`src/rtl/disp_scan_sched_pkg.sv`:
```
// Shared definitions for the display scan scheduler: FSM states, slot
// geometry and the hex-to-seven-segment pattern table.
package disp_scan_sched_pkg;

    typedef enum logic [1:0] {
        ST_IDLE  = 2'd0,
        ST_FETCH = 2'd1,
        ST_SHOW  = 2'd2,
        ST_GUARD = 2'd3
    } state_t;

    localparam int NUM_SLOTS   = 9;
    localparam int STATUS_SLOT = 8;

    localparam logic [7:0] BLANK_BYTE = 8'h00;

    // Entry n is the {a,b,c,d,e,f,g,dp} pattern for hex digit n.
    localparam logic [15:0][7:0] SEG_LUT = {
        8'h8E, 8'h9E, 8'h7A, 8'h1A, 8'h3E, 8'hEE, 8'hF6, 8'hFE,
        8'hE0, 8'hBE, 8'hB6, 8'h66, 8'hF2, 8'hDA, 8'h60, 8'hFC
    };

endpackage

```
`src/rtl/disp_scan_sched_if.sv`:
```
// Debug read port and display outputs of the scan scheduler.
// master: the scheduler side; slave: the core / display side.
interface disp_scan_sched_if;

    logic        rd_req;
    logic [2:0]  rd_addr;
    logic        rd_gnt;
    logic [31:0] rd_data;
    logic [7:0]  ctl;
    logic        freeze;
    logic [63:0] disp;
    logic [8:0]  sl_out;
    logic        stale;

    modport master (
        output rd_req, rd_addr, disp, sl_out, stale,
        input  rd_gnt, rd_data, ctl, freeze
    );

    modport slave (
        input  rd_req, rd_addr, disp, sl_out, stale,
        output rd_gnt, rd_data, ctl, freeze
    );

endinterface

```
`src/rtl/disp_scan_sched_seg7_hex_enc.sv`:
```
// One hex nibble to one seven-segment byte, purely combinational.
module seg7_hex_enc
    import disp_scan_sched_pkg::*;
(
    input  logic [3:0] nib,
    output logic [7:0] seg
);

    assign seg = SEG_LUT[nib];

endmodule

```
`src/rtl/disp_scan_sched.sv`:
```
// Scan scheduler for the 8-digit / 9-select debug display. Walks the 16
// general registers in pairs (slots 0..7) through the shared debug read
// port, keeps each pair in a shadow buffer, then shows the status byte in
// slot 8. Every slot is followed by an all-select-low guard interval.
//
// Build option: define DISP_SCAN_LZB_EN to blank leading zero digits of
// each 16-bit register (the least significant digit is always shown).
//
// state    | meaning
// ---------+----------------------------------------------------------
// ST_IDLE  | one cycle after reset, then start at slot 0
// ST_FETCH | request pair s (slots 0..7) or pass straight through (8)
// ST_SHOW  | select line for slot s asserted for ON_TICKS ticks
// ST_GUARD | all selects low for GUARD_TICKS ticks, then next slot
module disp_scan_sched
    import disp_scan_sched_pkg::*;
#(
    parameter int TICK_DIV    = 66666,
    parameter int ON_TICKS    = 2,
    parameter int GUARD_TICKS = 2,
    parameter int FETCH_TO    = 255
) (
    input  logic              clk,
    input  logic              rst,
    disp_scan_sched_if.master bus
);

    localparam int TW = (TICK_DIV > 1) ? $clog2(TICK_DIV) : 1;

    state_t           state_q, state_d;
    logic [3:0]       slot_q, slot_d;
    logic [TW-1:0]    tick_cnt_q, tick_cnt_d;
    logic [15:0]      tcnt_q, tcnt_d;
    logic [15:0]      fcnt_q, fcnt_d;
    logic             rd_req_q, rd_req_d;
    logic [2:0]       rd_addr_q, rd_addr_d;
    logic [63:0]      disp_q, disp_d;
    logic [8:0]       sl_out_q, sl_out_d;
    logic             stale_q, stale_d;
    logic [7:0][31:0] shadow_q, shadow_d;

    logic             tick;
    logic             is_status;
    logic             use_bus;
    logic [31:0]      src_data;
    logic [7:0][7:0]  enc_bytes;
    logic [7:0][7:0]  show_bytes;
    logic             enter_fetch;
    logic             enter_show;
    logic [3:0]       next_slot;

    assign tick      = (tick_cnt_q == TW'(TICK_DIV - 1));
    assign is_status = (slot_q == 4'(STATUS_SLOT));
    assign use_bus   = (state_q == ST_FETCH) && rd_req_q && bus.rd_gnt;
    assign src_data  = use_bus ? bus.rd_data : shadow_q[slot_q[2:0]];

    // Bytes 0..3 carry reg[2k] most significant nibble first, 4..7 reg[2k+1].
    for (genvar gi = 0; gi < 8; gi++) begin : g_enc
        localparam int NB = (gi < 4) ? (3 - gi) : (11 - gi);
        seg7_hex_enc u_enc (
            .nib (src_data[4*NB +: 4]),
            .seg (enc_bytes[gi])
        );
    end

`ifdef DISP_SCAN_LZB_EN
    // Blank leading zero digits per register; the lowest digit always shows.
    always_comb begin
        show_bytes = enc_bytes;
        for (int h = 0; h < 2; h++) begin
            if (src_data[16*h+12 +: 4] == 4'h0)    show_bytes[4*h]   = BLANK_BYTE;
            if (src_data[16*h+8 +: 8] == 8'h00)    show_bytes[4*h+1] = BLANK_BYTE;
            if (src_data[16*h+4 +: 12] == 12'h000) show_bytes[4*h+2] = BLANK_BYTE;
        end
    end
`else
    assign show_bytes = enc_bytes;
`endif

    // Free-running scan tick divider.
    always_comb begin
        tick_cnt_d = tick ? '0 : tick_cnt_q + TW'(1);
    end

    // Slot sequencing, fetch handshake and display register updates.
    always_comb begin
        state_d     = state_q;
        slot_d      = slot_q;
        tcnt_d      = tcnt_q;
        fcnt_d      = fcnt_q;
        rd_req_d    = rd_req_q;
        rd_addr_d   = rd_addr_q;
        disp_d      = disp_q;
        sl_out_d    = sl_out_q;
        stale_d     = stale_q;
        shadow_d    = shadow_q;
        enter_fetch = 1'b0;
        enter_show  = 1'b0;
        next_slot   = slot_q;

        case (state_q)
            ST_IDLE: begin
                enter_fetch = 1'b1;
                next_slot   = 4'd0;
            end
            ST_FETCH: begin
                // No request outstanding means status slot or frozen entry.
                if (is_status || !rd_req_q) begin
                    stale_d    = 1'b0;
                    enter_show = 1'b1;
                end else if (bus.rd_gnt) begin
                    shadow_d[slot_q[2:0]] = bus.rd_data;
                    rd_req_d   = 1'b0;
                    stale_d    = 1'b0;
                    enter_show = 1'b1;
                end else if (fcnt_q == '0) begin
                    rd_req_d   = 1'b0;
                    stale_d    = 1'b1;
                    enter_show = 1'b1;
                end else begin
                    fcnt_d = fcnt_q - 16'd1;
                end
            end
            ST_SHOW: begin
                if (tick) begin
                    if (tcnt_q == '0) begin
                        state_d  = ST_GUARD;
                        tcnt_d   = 16'(GUARD_TICKS - 1);
                        sl_out_d = '0;
                    end else begin
                        tcnt_d = tcnt_q - 16'd1;
                    end
                end
            end
            ST_GUARD: begin
                if (tick) begin
                    if (tcnt_q == '0) begin
                        enter_fetch = 1'b1;
                        next_slot   = (slot_q == 4'(NUM_SLOTS - 1)) ? 4'd0 : slot_q + 4'd1;
                    end else begin
                        tcnt_d = tcnt_q - 16'd1;
                    end
                end
            end
            default: state_d = ST_IDLE;
        endcase

        if (enter_show) begin
            state_d = ST_SHOW;
            tcnt_d  = 16'(ON_TICKS - 1);
            if (is_status) begin
                disp_d   = {{7{BLANK_BYTE}}, bus.ctl};
                sl_out_d = 9'h100;
            end else begin
                disp_d   = show_bytes;
                sl_out_d = 9'h080 >> slot_q;
            end
        end

        // freeze is only looked at here, so mid-slot changes wait for the next entry.
        if (enter_fetch) begin
            state_d = ST_FETCH;
            slot_d  = next_slot;
            fcnt_d  = 16'(FETCH_TO - 1);
            if (next_slot != 4'(STATUS_SLOT)) begin
                rd_addr_d = next_slot[2:0];
                rd_req_d  = ~bus.freeze;
            end
        end
    end

    // State and output registers with synchronous reset.
    always_ff @(posedge clk) begin
        if (rst) begin
            state_q    <= ST_IDLE;
            slot_q     <= '0;
            tick_cnt_q <= '0;
            tcnt_q     <= '0;
            fcnt_q     <= '0;
            rd_req_q   <= 1'b0;
            rd_addr_q  <= '0;
            disp_q     <= '0;
            sl_out_q   <= '0;
            stale_q    <= 1'b0;
            shadow_q   <= '0;
        end else begin
            state_q    <= state_d;
            slot_q     <= slot_d;
            tick_cnt_q <= tick_cnt_d;
            tcnt_q     <= tcnt_d;
            fcnt_q     <= fcnt_d;
            rd_req_q   <= rd_req_d;
            rd_addr_q  <= rd_addr_d;
            disp_q     <= disp_d;
            sl_out_q   <= sl_out_d;
            stale_q    <= stale_d;
            shadow_q   <= shadow_d;
        end
    end

    assign bus.rd_req  = rd_req_q;
    assign bus.rd_addr = rd_addr_q;
    assign bus.disp    = disp_q;
    assign bus.sl_out  = sl_out_q;
    assign bus.stale   = stale_q;

endmodule

```
`src/flat_wrapper.sv`:
```
// flat-port wrapper written by rule: the top's interface ports become plain ports
module disp_scan_sched_flat import disp_scan_sched_pkg::*;
#(
    parameter int TICK_DIV    = 66666,
    parameter int ON_TICKS    = 2,
    parameter int GUARD_TICKS = 2,
    parameter int FETCH_TO    = 255
)
  (clk, rst, bus_rd_req, bus_rd_addr, bus_disp, bus_sl_out, bus_stale, bus_rd_gnt, bus_rd_data, bus_ctl, bus_freeze);
  disp_scan_sched_if bus_i ();
  input  logic clk;
  input  logic rst;
  output wire logic [$bits(bus_i.rd_req)-1:0] bus_rd_req;
  output wire logic [$bits(bus_i.rd_addr)-1:0] bus_rd_addr;
  output wire logic [$bits(bus_i.disp)-1:0] bus_disp;
  output wire logic [$bits(bus_i.sl_out)-1:0] bus_sl_out;
  output wire logic [$bits(bus_i.stale)-1:0] bus_stale;
  input wire logic [$bits(bus_i.rd_gnt)-1:0] bus_rd_gnt;
  input wire logic [$bits(bus_i.rd_data)-1:0] bus_rd_data;
  input wire logic [$bits(bus_i.ctl)-1:0] bus_ctl;
  input wire logic [$bits(bus_i.freeze)-1:0] bus_freeze;
  assign bus_rd_req = bus_i.rd_req;
  assign bus_rd_addr = bus_i.rd_addr;
  assign bus_disp = bus_i.disp;
  assign bus_sl_out = bus_i.sl_out;
  assign bus_stale = bus_i.stale;
  assign bus_i.rd_gnt = bus_rd_gnt;
  assign bus_i.rd_data = bus_rd_data;
  assign bus_i.ctl = bus_ctl;
  assign bus_i.freeze = bus_freeze;
  disp_scan_sched #(.TICK_DIV(TICK_DIV), .ON_TICKS(ON_TICKS), .GUARD_TICKS(GUARD_TICKS), .FETCH_TO(FETCH_TO)) u_core (.clk(clk), .rst(rst), .bus(bus_i));
endmodule
```
`config.mk`:
```
export PLATFORM = sky130hd
export DESIGN_NAME = disp_scan_sched_flat
export DESIGN_NICKNAME = d
export VERILOG_FILES = /design/src/rtl/disp_scan_sched_pkg.sv /design/src/rtl/disp_scan_sched_if.sv /design/src/rtl/disp_scan_sched_seg7_hex_enc.sv /design/src/rtl/disp_scan_sched.sv /design/src/flat_wrapper.sv
export SDC_FILE = /design/constraint.sdc
export NUM_CORES = 1
export LEC_CHECK = 0
export CELL_PAD_IN_SITES_DETAIL_PLACEMENT = 1
export CELL_PAD_IN_SITES_GLOBAL_PLACEMENT = 2
export CORE_MARGIN = 2
export CORE_UTILIZATION = 35
export CTS_CLUSTER_DIAMETER = 50
export CTS_CLUSTER_SIZE = 16
export DETAILED_ROUTE_END_ITERATION = 12
export PLACE_DENSITY_LB_ADDON = 0.1
export RECOVER_POWER = 100
export REMOVE_ABC_BUFFERS = 1
export SETUP_SLACK_MARGIN = 0.4
export SYNTH_ARGS = -nofsm -noshare
export SYNTH_HDL_FRONTEND = slang
export SYNTH_HIERARCHICAL = 1
export SYNTH_SLANG_ARGS = --single-unit
```
`constraint.sdc`:
```
create_clock -name clk -period 4.1 [get_ports clk]
set_input_delay 0.41 -clock clk [delete_from_list [all_inputs] [get_ports clk]]
set_output_delay 0.41 -clock clk [all_outputs]
set_load 0.05 [all_outputs]
```
# Yosys cells after proc, flatten, opt, wreduce, memory -nomap -nowiden
# Memories as Yosys holds them, arrays and structs flattened.
# Cells that the tools add are included.
# word_totals
ramBits,0
rom_bits,1024
register_bits,389
latchBits,0
output_inout_bits,78
word_cells,149
mem_count,8
# memory_table
memory,words,word_bits,rd,rd_ports_with_merged_regs,write_ports,line_no,source
(name not given),16,8,1,0,0,disp_scan_sched_seg7_hex_enc.sv:9,assign seg = SEG_LUT[nib];
(name not given),16,8,1,0,0,disp_scan_sched_seg7_hex_enc.sv:9,
(name not given),16,8,1,0,0,disp_scan_sched_seg7_hex_enc.sv:9,
(name not given),16,8,1,0,0,disp_scan_sched_seg7_hex_enc.sv:9,
(name not given),16,8,1,0,0,disp_scan_sched_seg7_hex_enc.sv:9,
(name not given),16,8,1,0,0,disp_scan_sched_seg7_hex_enc.sv:9,
+2 memories,n/a,n/a,n/a,n/a,n/a,n/a,
# classes
addsub,4
mux,56
div_mod_pow,0
eq_ne,15
n_shift,1
n_lt_le_gt_ge,10
reduce_logical,30
multipliers,0
bitwise,4
# op_table
operator,n
bitwise mux 256 bit,1
two-way mux 8 bit,13
binary-select mux 32 bit (select 3 bit),1
demux 32 bit (select 3 bit),1
two-way mux 32 bit,3
two-way mux 16 bit,4
two-way mux 64 bit,1
two-way mux 9 bit,5
"less-than comparator 4 x 5 -> 1 bit, second input constant",8
logical NOT 16 bit,2
one-hot mux 16 bit (2 select lines),1
"subtractor 16 x 1 -> 16 bit, second input constant",2
"adder 17 x 1 -> 17 bit, second input constant",1
"equality test 17 bit, second input constant",1
two-way mux 1 bit,17
AND reduction 4 bit,4
nonzero test 3 bit,5
two-way mux 4 bit,3
"!= test 2 x 1 -> 1 bit, second input constant",5
nonzero test 2 bit,5
AND reduction 3 bit,3
">> shifter 8 x 4 -> 9 bit, first input constant",1
two-way mux 2 bit,4
one-hot mux 4 bit (2 select lines),1
other kinds (18),28

# Logic depth before layout (Yosys ltp)
# Gate-level depths: netlist (run 1).
# depth
depth_word,8
ltp_mapped,14
depth_no_buf,12

# Cells and area by module
# The synthesis (run 1) kept the hierarchy.
# modules_own_cells
mod,cells_per_inst,area_per_inst_um2,instances
disp_scan_sched,2036,16595.9,1
seg7_hex_enc (u_core.g_enc[0].u_enc ...),34,281.5,6
seg7_hex_enc (u_core.g_enc[6].u_enc ...),35,299.0,2

# Worst setup path after synthesis (run 1)
# OpenSTA, ideal clock, no wires.
# synth_timing
kind,register to register
from,register u_core.slot_q[1]
to,"register u_core.disp_q[20], in the netlist u_core/bus.disp[20]"
period_less_slack_ns,3.305
slack_ns,0.795
n_path_buf,3
setup_time_ns,0.117
required_ns,3.983
stages_incl_launch_ff,11
t_arrival_ns,3.188
cell_sequence,dfxtp_1 buf_1 clkbuf_1 buf_1 mux4_2 nand2_1 a31oi_1 inv_1 ha_1 mux4_1 a22o_1
# synth_rtl
item,line_no,source
start: declaration,disp_scan_sched.sv:31,"logic [3:0] slot_q, slot_d;"
start signal: assignment,disp_scan_sched.sv:188,slot_q <= slot_d;
end signal: assignment,disp_scan_sched.sv:194,disp_q <= disp_d;
end: declaration,disp_scan_sched.sv:37,"logic [63:0] disp_q, disp_d;"

# Final worst setup path (run 1)
# layout_timing
from,register u_core.slot_q[1]
to,register u_core/shadow_q[74] in the netlist's numbering
# layout_via
elab_chain_cells,5
word_cells_on_any_way,10
classes_between,order compare: 2; eq/ne: 1; mux: 3; bitwise: 1; reduce/logical: 3
# layout_rtl
item,line_no,source
less-than comparator 3 x 4 -> 1 bit (not written as such) or >= comparator 3 x 1 -> 1 bit (tied branches),disp_scan_sched.sv:112,shadow_d[slot_q[2:0]] = bus.rd_data;
logical AND 1 bit (not written as such),disp_scan_sched.sv:112,
two-way mux 32 bit (not written as such),disp_scan_sched.sv:112,
demux 32 bit (select 3 bit),n/a,
bitwise mux 256 bit,disp_scan_sched.sv:112,
end signal: assignment,disp_scan_sched.sv:197,shadow_q <= shadow_d;
end: declaration,disp_scan_sched.sv:40,"logic [7:0][31:0] shadow_q, shadow_d;"
# Several ways; a longest one is shown, not always the timed one.
# A chain may end at the register's enable or synchronous reset.

==> results by group, run 1 <==
Worst setup path
  – Crit start category: flop
  – Crit path buf inv count: 2
  – Critical path's top delay family: simple AND/OR/NAND/NOR gates
  – Worst Reg2Reg Path Length in Cells: 8
  – CP arrival: 4.14 ns
  – RR Endpoint: u_core/shadow_q[74]
  – Max incr delay on CP: 0.76 ns
  – Worst Setup End Kind: flop
  – CP Class: flop to flop
  – R2r setup slk: 0.48 ns
  – WP data required: 4.62 ns
  – Launching point of the worst reg2reg path: u_core/slot_q[1]
  – Max stage delay cell, worst path: nor2_2
  – CP Cell Sequence: inv_1 -> ha_1 -> nand3b_1 -> nand3_1 -> nor2_2 -> clkbuf_2 -> nand2_1 -> a21oi_1
  – Crit-path max FO: 20

Floorplanning
  – Ports: 122
  – Initial core utilization: about a third
  – Core area: 0.0536 sq mm
  – Die height: 236 microns
  – Die W: 236 microns
  – Row cnt: 85
  – Die area: 0.0558 sq mm

Clocking
  – CTS tree: done
  – Post_cts resized: 0
  – Clk slew on worst S/H paths: 0.06 ns
  – Clk Latency, worst-skew pair: around 0.60 ns
  – Post-CTS setup buffer count: 0
  – Hold Buf Count CTS: 0
  – Clock Tree Root: clkbuf_16
  – CTS H-tree lvls: 2
  – Clk sinks: 389
  – Cts bufs inserted: 53
  – Clk buf depth: 3

Global route
  – All-Layer GR Usage: a little under a quarter
  – First-pass GRT wire length: between 100 and 150 mm
  – Initial antenna violation count: 1
  – Met3 Usage GRT: 2.79%
  – Gr busiest metal: met2
  – Met1 Use GR: around 31%
  – GRT met2 Usage: 39.0%
  – Number of global-route vias before repair: 16900
  – Largest net degree at the start of global routing: approximately 180
  – Gr ovfl total: 0

Routing
  – Average wire per standard cell: 20.9 microns
  – Final antenna-violating net count: 0
  – Routed WL: 64.5 mm
  – Vias per inst: approximately 5.3
  – Via Count: approximately 17000
  – Residual DRC count: 0
  – Pre-Repair DR Iteration Count: 5
  – Detailed Route Iter0 Violations: 881

Synth
  – Ys flop type: dfxtp_1
  – Seq cells post-synth: around 390
  – Mean Syn Cell Area: 8.17 sq um
  – Netlist cell types: 75
  – Yosys Warn Count: 6
  – Area leader, netlist: dfxtp_1
  – Netlist Area Pre-Place: 0.0189 sq mm
  – Top-count cell post-synth: nand2_1
  – Async set-or-reset flop fraction in the synthesized netlist: 0%
  – Gate Count Post-Synth: between 2000 and 2500
  – Post-synth EDFFs: 0
  – Share of the synthesized area in the top cell type: 41.2%
  – Seq/Total Area, Yosys: 41.2%
  – Synth top cells by count: nand2_1, dfxtp_1, a21oi_1
  – Synth top area cells: dfxtp_1, nand2_1, a21oi_1

Power and ir drop
  – Peak supply drop: 326 uV
  – Clock Power Share: between 30% and 40%
  – Sw Ratio: 34.9%
  – Leak: 8.04 nW
  – Int Pwr: approximately 8.4 mW
  – Pwr dens: 568 mW/mm^2
  – Comb pwr share: 27.9%
  – Sequential power share: between 30% and 40%
  – Sw power: 4.48 mW

Worst hold path
  – Hold EP: u_core/bus.disp[6]
  – HP Start: rst
  – Hold Crit Class: input pin to flop
  – Worst hold stages: 2

STA
  – Final Hold Vio Count: 0
  – Crit path time final: 3.62 ns
  – Max transition margin: 6.07%
  – RSZ-0062 raised after global routing: false
  – Max-slew violation total from the final report: 0
  – # setup viols final: 0
  – Slew @ Worst Pin: 1.41 ns
  – Tcrit/Tclk final: 88.3%
  – Skew final: about 0.024 ns
  – TNS Setup: 0 ns
  – Fmax: about 280 MHz
  – Hold WS: 0.171 ns

Final layout
  – Fin nets: roughly 2500
  – Diodes inserted: 0
  – Layout cell share with drive strength beyond 1: under 10%
  – Area growth, synth to finish: 19.8%

Run status
  – Status: completed

Run
  – Total of max-cap violations: 0

Placed design
  – Dpl hpwl: slightly above 40 mm
  – Number of port buffers: about 120
  – Gp weighted congestion: roughly 0.78
## power groups by stage
stage | registers (mW) | logic, mW | clock network (mW)
3_5_place_dp | 4.44 | 3.72 | 0
3_3_place_gp | 4.42 | 3.67 | 0
4_1_cts | 4.36 | 3.73 | 5.04
5_1_grt | 4.39 | 3.85 | 5.21
2_1_floorplan | 5.39 | 1.39 | 0
6_report | 4.34 | 3.58 | 4.91
## layer usage
layer  wire [microns]  up-vias
met3             2010       75
met4             1050        0
met1            30500     8281
met5                0        -
met2            30900      225
li1                 -     7932
## layout make-up
class                   instances  area [sq um]
inverters                      72           270
clock inverters                27           343
multi-input cells            1652         10000
well taps                     696           871
repair buffers                182          1740
fillers                      6285         31000
clock buffers                  71          1550
flip-flops and latches        389          7800
## metrics by stage
stage / cells / utilization (%) / setup slack (ns) / power, mW / cell area (sq um)
2_1_floorplan: 2113 / - / -2.74 / 6.78 / 18100
3_3_place_gp: 2991 / 38.9 / 0.674 / 8.09 / 20800
3_5_place_dp: 2991 / 38.9 / 0.569 / 8.15 / 20800
4_1_cts: 3089 / 42.4 / 0.673 / 13.1 / 22700
5_1_grt: 3089 / 42.2 / 0.226 / 13.4 / 22600
6_report: 3089 / 42.2 / 0.478 / 12.8 / 22600
## state kept, by name (all words and copies together), names as in the netlist
register	cells
u_core/bus.disp	64
u_core/bus.rd_addr	3
u_core/bus.rd_req	1
u_core/bus.sl_out	9
u_core/bus.stale	1
u_core/fcnt_q	16
u_core/shadow_q	256
u_core/slot_q	4
u_core/state_q	2
u_core/tcnt_q	16
u_core/tick_cnt_q	17
## kinds of logic after synthesis
family | count (synthesis) | share of synthesized area [%]
mux | 94 | 8.45
other cells | 8 | 0.159
fa+ha+maj | 72 | 4.77
compound gates | 535 | 17.6
buf+inv | 269 | 5.78
simple gates | 903 | 20.1
flops | 389 | 41.2
xor+xnor | 40 | 1.86
## how the worst max path moves through the flow
stage | end | start | cells past startpoint | slack, ns
after floorplan | u_core/tcnt_q[3] | u_core/slot_q[1] | 8 | -2.74
after global placement | u_core/bus.disp[28] | bus_rd_gnt | 9 | 0.67
after detailed placement | u_core/bus.disp[60] | bus_rd_gnt | 9 | 0.57
after CTS | u_core/bus.disp[60] | u_core/slot_q[2] | 8 | 0.67
after global routing | u_core/fcnt_q[12] | u_core/tcnt_q[0] | 8 | 0.23
final | u_core/shadow_q[74] | u_core/slot_q[1] | 8 | 0.48
## placed cells by master, fill, tap and decap left out, types with 42 or more instances in the layout
cell type / n
mux4_2: 42
clkbuf_16: 56
a21oi_1: 295
dlygate4sd3_1: 78
nand2_1: 612
clkdlybuf4s50_1: 42
ha_1: 72
inv_1: 66
a22o_1: 61
dfxtp_1: 386
nor2_1: 131
## worst reg2reg max path, stage by stage, from the launching register on
cell and delay [ns]:
dfxtp_4 0.44, inv_1 0.22, ha_1 0.35, nand3b_1 0.39, nand3_1 0.35, nor2_2 0.77
clkbuf_2 0.73, nand2_1 0.15, a21oi_1 0.16
Power figures use the tool's default switching activity.
==> inputs of run 2 (changes only) <==
--- a/config.mk
+++ b/config.mk
@@ -7,7 +7,7 @@
 export LEC_CHECK = 0
 export CELL_PAD_IN_SITES_DETAIL_PLACEMENT = 1
 export CELL_PAD_IN_SITES_GLOBAL_PLACEMENT = 2
-export CORE_MARGIN = 2
+export CORE_MARGIN = 3
 export CORE_UTILIZATION = 35
 export CTS_CLUSTER_DIAMETER = 50
 export CTS_CLUSTER_SIZE = 16
==> run 2 against run 1 <==
Power is 0.64% higher. Global-route usage hardly changed. Core utilization up 0.63 points. Register-to-register slack gained 0.05 ns. Clock power up 1%. Fmax up 1.3%. Clock skew grew 0.0099 ns. Critical path depth is 2 higher. Setup slack gained 0.048 ns. First-iteration DRC count rose by 4.7%. Critical endpoint is now u_core/shadow_q[15]. The flow now finishes with violations (max-capacitance violations, max-slew violations). Final cell count barely moved. Sequential power is essentially flat.
==> results by group, run 2 (same netlist as run 1, synthesis figures left out) <==
Run
  – Total of max-cap violations: 1 (was 0)

Worst setup path
  – Max incr delay on CP: 0.80 ns (was 0.76 ns)
  – Worst Setup End Kind: flop (unchanged)
  – CP Class: flop to flop (unchanged)
  – Crit start category: flop (unchanged)
  – CP Cell Sequence: inv_1 -> clkbuf_1 -> ha_1 -> nand3b_1 -> buf_4 -> nand3_1 -> nor3_2 -> clkbuf_2 -> nand2_1 -> a21oi_1 (was inv_1 -> ha_1 -> nand3b_1 -> nand3_1 -> nor2_2 -> clkbuf_2 -> nand2_1 -> a21oi_1)
  – Crit-path max FO: 27 (was 20)
  – Max stage delay cell, worst path: clkbuf_2 (was nor2_2)
  – CP arrival: 4.09 ns (was 4.14 ns)
  – WP data required: 4.61 ns (was 4.62 ns)

Placed design
  – Number of port buffers: 121 (unchanged)
  – Gp weighted congestion: 0.788 (was 0.784)
  – Dpl hpwl: 41.2 mm (was 40.4 mm)
  – Pre-CTS WS: 0.248 ns (was 0.569 ns)

Routing
  – Residual DRC count: 0 (unchanged)
  – M1 wire length: 31.7 mm (was 30.5 mm)
  – Routed WL: 65.6 mm (was 64.5 mm)
  – Vias per inst: 5.34 (was 5.35)
  – Via Count: 16500 (about the same)
  – Wire length on met3: 2.08 mm (was 2.01 mm)
  – Pre-Repair DR Iteration Count: 5 (unchanged)
  – Max Used Layer: met4 (unchanged)
  – Metal2 WL: 30.6 mm (was 30.9 mm)
  – Detailed Route Iter0 Violations: 922 (was 881)
  – Average wire per standard cell: 21.3 microns (was 20.9 microns)
  – Final antenna-violating net count: 0 (unchanged)

Final layout
  – Util after Layout: 42.8% (was 42.2%)
  – Area of the multi-input gates: 0.0101 sq mm (was 0.0100 sq mm)
  – Fillers: 6277 (was 6285)
  – Max reg flops: 256 (unchanged)
  – Most frequent cells in the layout: nand2_1, dfxtp_1, a21oi_1, nor2_1, dlygate4sd3_1 (unchanged)
  – FF/Latch Area: 0.00780 sq mm (unchanged)
  – Reg with most FFs: u_core/shadow_q (unchanged)
  – Fin nets: 2468 (was 2466)
  – Most common cell after layout, fill and taps aside: nand2_1 (unchanged)
  – Area growth, synth to finish: 20.1% (was 19.8%)
  – Layout cell share with drive strength beyond 1: 10.2% (was 9.78%)

STA
  – Crit path time final: 3.57 ns (was 3.62 ns)
  – Max-slew violation total from the final report: 14 (was 0)
  – Tcrit/Tclk final: 87.2% (was 88.3%)
  – Fmax: 280 MHz (was 276 MHz)
  – Max transition margin: -14.2% (was 6.07%)
  – Slew @ Worst Pin: 1.71 ns (was 1.41 ns)
  – RSZ-0062 raised after global routing: false (unchanged)
  – # setup viols final: 0 (unchanged)
  – Skew final: 0.0338 ns (was 0.0239 ns)
  – TNS Setup: 0 ns (unchanged)
  – Final Hold Vio Count: 0 (unchanged)
  – Final worst slack: 0.526 ns (was 0.478 ns)

Power and ir drop
  – Leak: 8.08 nW (was 8.04 nW)
  – Sw power: 4.62 mW (was 4.48 mW)
  – Pwr dens: 569 mW/mm^2 (was 568 mW/mm^2)
  – Sequential power share: 33.6% (was 33.8%)
  – Clock Power Share: 38.6% (was 38.3%)
  – Peak supply drop: 381 uV (was 326 uV)
  – Final Power: 12.9 mW (was 12.8 mW)
  – Comb pwr share: 27.8% (was 27.9%)
  – Int Pwr: 8.29 mW (was 8.35 mW)
  – Sw Ratio: 35.8% (was 34.9%)

Run status
  – Violated checks: max-capacitance violations, max-slew violations
  – Status: finished, violations left (was completed)

Clocking
  – Clock Tree Root: clkbuf_16 (unchanged)
  – Clk Latency, worst-skew pair: 0.61 ns (was 0.60 ns)
  – CTS tree: done (unchanged)
  – Post-CTS setup buffer count: 0 (unchanged)
  – Clk buf depth: 3 (unchanged)
  – Clk slew on worst S/H paths: 0.07 ns (was 0.06 ns)
  – Cts bufs inserted: 54 (was 53)
  – Clk sinks: 389 (unchanged)
  – CTS H-tree lvls: 2 (unchanged)

Floorplanning
  – Die height: 238 microns (was 236 microns)
  – Core area: 0.0530 sq mm (was 0.0536 sq mm)
  – Row cnt: 84 (was 85)
  – Die area: 0.0568 sq mm (was 0.0558 sq mm)
  – Initial core utilization: 35.6% (was 35.2%)
  – Ports: 122 (unchanged)
  – Die W: 238 microns (was 236 microns)

Global route
  – Number of global-route vias before repair: 17000 (was 16900)
  – Gr ovfl total: 0 (unchanged)
  – Largest net degree at the start of global routing: 181 (was 184)
  – All-Layer GR Usage: 22.8% (was 22.9%)
  – Initial antenna violation count: 1 (unchanged)
  – First-pass GRT wire length: 102 mm (was 101 mm)

Worst hold path
  – Hold Crit Class: input pin to flop (unchanged)
## run 2: changes by cell type in the layout (fill, tap and decap cells not counted), sizes merged
| cell | change |
|---|---|
| buf | +5 |
| clkbuf | -13 |
| inv | +6 |
| clkinv | +5 |
| clkinvlp | +2 |
| diode | +1 |
## run 2: power by group through the flow
stage	clock network (mW)	registers, mW	logic, mW
finish	4.98	4.34	3.59
floorplan	0	5.39	1.39
global placement	0	4.42	3.67
detailed placement	0	4.43	3.73
CTS	5.12	4.36	3.75
global route	5.28	4.40	3.85
## run 2: layer usage
metal / vias to the layer above / GRT usage [%]
met4: 0 / 5.83
met3: 81 / 2.79
met2: 239 / 37.7
li1: 7944 / -
met5: - / 0
met1: 8214 / 31.9
## run 2: critical path, delay by kind of cell (launching register included)
kind / cells / cell delay (ns)
AOI/OAI and AO/OA: 1 / 0.16
buffers and inverters: 4 / 1.60
DFF: 1 / 0.54
adders and majority gates: 1 / 0.31
and+or+nand+nor: 4 / 0.84
## run 2: area by class of cell
cell class	count	area share [%]
Antenna cell	1	0.0110
Clock buffer	62	6.46
Clock inverter	40	2.03
Inverter	72	1.19
Multi-Input combinational cell	1652	44.3
Sequential cell	389	34.4
Tap cell	688	3.80
Timing Repair Buffer	183	7.82
## run 2: through the flow
| stage | hold WS (ns) | cells | cell area, sq um |
|---|---|---|---|
| after floorplan | 0.427 | 2113 | 18100 |
| after global placement | 0.439 | 2984 | 20800 |
| after detailed placement | 0.447 | 2984 | 20800 |
| after CTS | 0.196 | 3086 | 22800 |
| after global routing | 0.232 | 3087 | 22700 |
| final | 0.238 | 3087 | 22700 |
## run 2: what timing repair did
action | CTS | global route
gates cloned | 0 | 0
resized for setup | 1 | 4
endpoints found under the setup margin | 1 | 3
hold buffers | 0 | 0
## run 2: path summary, 6_finish.rpt
check | startpoint | endpoint | slack (ns) | cells after the start
min reg2reg | u_core/shadow_q[155] | u_core/shadow_q[155] | 0.45 | 2
min | rst | u_core/slot_q[3] | 0.24 | 2
max reg2reg | u_core/slot_q[1] | u_core/shadow_q[15] | 0.53 | 10
max | u_core/slot_q[1] | u_core/shadow_q[15] | 0.53 | 10
==> inputs of run 3 (changes only) <==
--- a/config.mk
+++ b/config.mk
@@ -9,7 +9,6 @@
 export CELL_PAD_IN_SITES_GLOBAL_PLACEMENT = 2
 export CORE_MARGIN = 3
 export CORE_UTILIZATION = 35
-export CTS_CLUSTER_DIAMETER = 50
 export CTS_CLUSTER_SIZE = 16
 export DETAILED_ROUTE_END_ITERATION = 12
 export PLACE_DENSITY_LB_ADDON = 0.1
==> run 3 against run 2 <==
The flow still finishes with violations (max-capacitance violations, max-slew violations). Via count about the same. First-iteration DRC count down 2.5%. Fmax up 1.3%. Die area unchanged. Critical path depth down 1. Clock skew down 0.018 ns. Cell area down 1.8%. Critical path type unchanged. Largest power group is now registers.
==> results by group, run 3 (same netlist as run 1, synthesis figures left out) <==
Power and ir drop
  – Leak: 7.90 nW (was 8.08 nW)
  – Peak supply drop: 359 uV (was 381 uV)
  – Pwr dens: 545 mW/mm^2 (was 569 mW/mm^2)

Clocking
  – Cts bufs inserted: 47 (was 54)
  – Clk slew on worst S/H paths: 0.06 ns (was 0.07 ns)
  – CTS H-tree lvls: 2 (unchanged)
  – Clk buf depth: 3 (unchanged)
  – Clk Latency, worst-skew pair: 0.59 ns (was 0.61 ns)
  – Clock Tree Root: clkbuf_16 (unchanged)
  – CTS tree: done (unchanged)
  – Clk sinks: 389 (unchanged)
  – Post-CTS setup buffer count: 0 (unchanged)

Floorplanning
  – Row cnt: 84 (unchanged)
  – Die W: 238 microns (unchanged)
  – Die height: 238 microns (unchanged)
  – Initial core utilization: 35.6% (unchanged)
  – Ports: 122 (unchanged)
  – Core area: 0.0530 sq mm (unchanged)
  – Die area: 0.0568 sq mm (unchanged)

Worst setup path
  – Worst Setup End Kind: flop (unchanged)
  – CP arrival: 4.03 ns (was 4.09 ns)
  – Crit start category: flop (unchanged)
  – Crit-path max FO: 16 (was 27)
  – CP Class: flop to flop (unchanged)
  – Max stage delay cell, worst path: clkbuf_1 (was clkbuf_2)
  – WP data required: 4.61 ns (about the same)
  – Max incr delay on CP: 0.90 ns (was 0.80 ns)
  – CP Cell Sequence: inv_1 -> clkbuf_1 -> ha_1 -> and3b_1 -> nor3_1 -> nand2_1 -> clkbuf_1 -> nand2_1 -> a21oi_1 (was inv_1 -> clkbuf_1 -> ha_1 -> nand3b_1 -> buf_4 -> nand3_1 -> nor3_2 -> clkbuf_2 -> nand2_1 -> a21oi_1)

Placed design
  – Gp weighted congestion: 0.788 (unchanged)
  – Dpl hpwl: 41.2 mm (unchanged)
  – Placed cell area: 0.0208 sq mm (unchanged)
  – Number of port buffers: 121 (unchanged)

Final layout
  – Reg with most FFs: u_core/shadow_q (unchanged)
  – Fin nets: 2461 (was 2468)
  – Layout cell share with drive strength beyond 1: 9.05% (was 10.2%)
  – Most frequent cells in the layout: nand2_1, dfxtp_1, a21oi_1, nor2_1, dlygate4sd3_1 (unchanged)
  – Max reg flops: 256 (unchanged)
  – Final Cell Area: 0.0223 sq mm (was 0.0227 sq mm)
  – Area growth, synth to finish: 17.9% (was 20.1%)
  – Diodes inserted: 0 (was 1)
  – Most common cell after layout, fill and taps aside: nand2_1 (unchanged)

STA
  – Slew @ Worst Pin: 1.71 ns (about the same)
  – Fmax: 284 MHz (was 280 MHz)
  – Tcrit/Tclk final: 86.0% (was 87.2%)
  – Skew final: 0.0158 ns (was 0.0338 ns)
  – RSZ-0062 raised after global routing: false (unchanged)
  – Max transition margin: -14.7% (was -14.2%)
  – Max-slew violation total from the final report: 14 (unchanged)
  – TNS Setup: 0 ns (unchanged)
  – Final Hold Vio Count: 0 (unchanged)
  – # setup viols final: 0 (unchanged)
  – Hold WS: 0.259 ns (was 0.238 ns)
  – Crit path time final: 3.53 ns (was 3.57 ns)

Worst hold path
  – Hold Crit Class: input pin to flop (unchanged)

Global route
  – Initial antenna violation count: 0 (was 1)
  – Met3 Usage GRT: 2.87% (was 2.79%)
  – Number of global-route vias before repair: 16800 (was 17000)
  – First-pass GRT wire length: 102 mm (about the same)
  – GRT met2 Usage: 37.6% (was 37.7%)
  – Largest net degree at the start of global routing: 181 (unchanged)
  – Met1 Use GR: 32.0% (was 31.9%)
  – All-Layer GR Usage: 22.8% (about the same)
  – Gr busiest metal: met2 (unchanged)
  – Gr ovfl total: 0 (unchanged)

Run status
  – Status: finished, violations left (unchanged)
  – Violated checks: max-capacitance violations, max-slew violations (unchanged)

Routing
  – Pre-Repair DR Iteration Count: 5 (unchanged)
  – Final antenna-violating net count: 0 (unchanged)
  – Via Count: 16500 (about the same)
  – Residual DRC count: 0 (unchanged)
  – Vias per inst: 5.38 (was 5.34)
  – Detailed Route Iter0 Violations: 899 (was 922)
  – Routed WL: 65.4 mm (was 65.6 mm)
  – Average wire per standard cell: 21.3 microns (about the same)

Run
  – Total of max-cap violations: 1 (unchanged)
-- run 3: area by class of cell --
class                   instances  area [sq um]
clock buffers                  71          1410
clock inverters                10           114
well taps                     688           861
fillers                      6292         30700
repair buffers                183          1770
flip-flops and latches        389          7800
inverters                      72           270
multi-input cells            1652         10000
-- run 3: worst paths after layout --
| path | endpoint | startpoint | slack, ns | depth (start not counted) |
|---|---|---|---|---|
| setup / recovery | u_core/shadow_q[10] | u_core/slot_q[1] | 0.57 | 9 |
| hold reg to reg | u_core/shadow_q[93] | u_core/shadow_q[93] | 0.45 | 2 |
| setup reg to reg | u_core/shadow_q[10] | u_core/slot_q[1] | 0.57 | 9 |
| hold / removal | u_core/slot_q[3] | rst | 0.26 | 2 |
-- run 3: stage by stage --
stage	utilization (%)	power (mW)	instances	worst slack, ns
5_1_grt	42.0	12.7	3065	0.263
3_5_place_dp	39.3	8.17	2984	0.248
2_1_floorplan	-	6.78	2113	-2.74
4_1_cts	42.2	12.4	3065	0.531
6_report	42.0	12.1	3065	0.573
3_3_place_gp	39.3	8.10	2984	0.398
-- run 3: timing repair --
item	CTS	global route
setup endpoints to repair	1	3
hold buffers	0	0
gates resized for setup	1	4
-- run 3: worst max-delay path, delay by kind of cell (launching register included) --
kind,cells,cell delay [ns]
AOI/OAI and AO/OA,1,0.17
adders and majority gates,1,0.33
buffers and inverters,3,1.54
DFF,1,0.44
and+or+nand+nor,4,0.96
-- run 3: per-layer routing --
layer,vias up,part of all wire [%],wire length [microns]
met1,8211,48,31300
met2,281,47,30400
li1,7917,-,-
met5,-,0,0
met3,66,4.0,2580
met4,0,1.6,1030
-- run 3: power by group --
| group | switching [mW] | total (mW) | internal (mW) |
|---|---|---|---|
| sequential | 0.212 | 4.34 | 4.13 |
| combinational | 2.44 | 3.61 | 1.16 |
| clock | 1.70 | 4.18 | 2.48 |
| total | 4.36 | 12.1 | 7.77 |
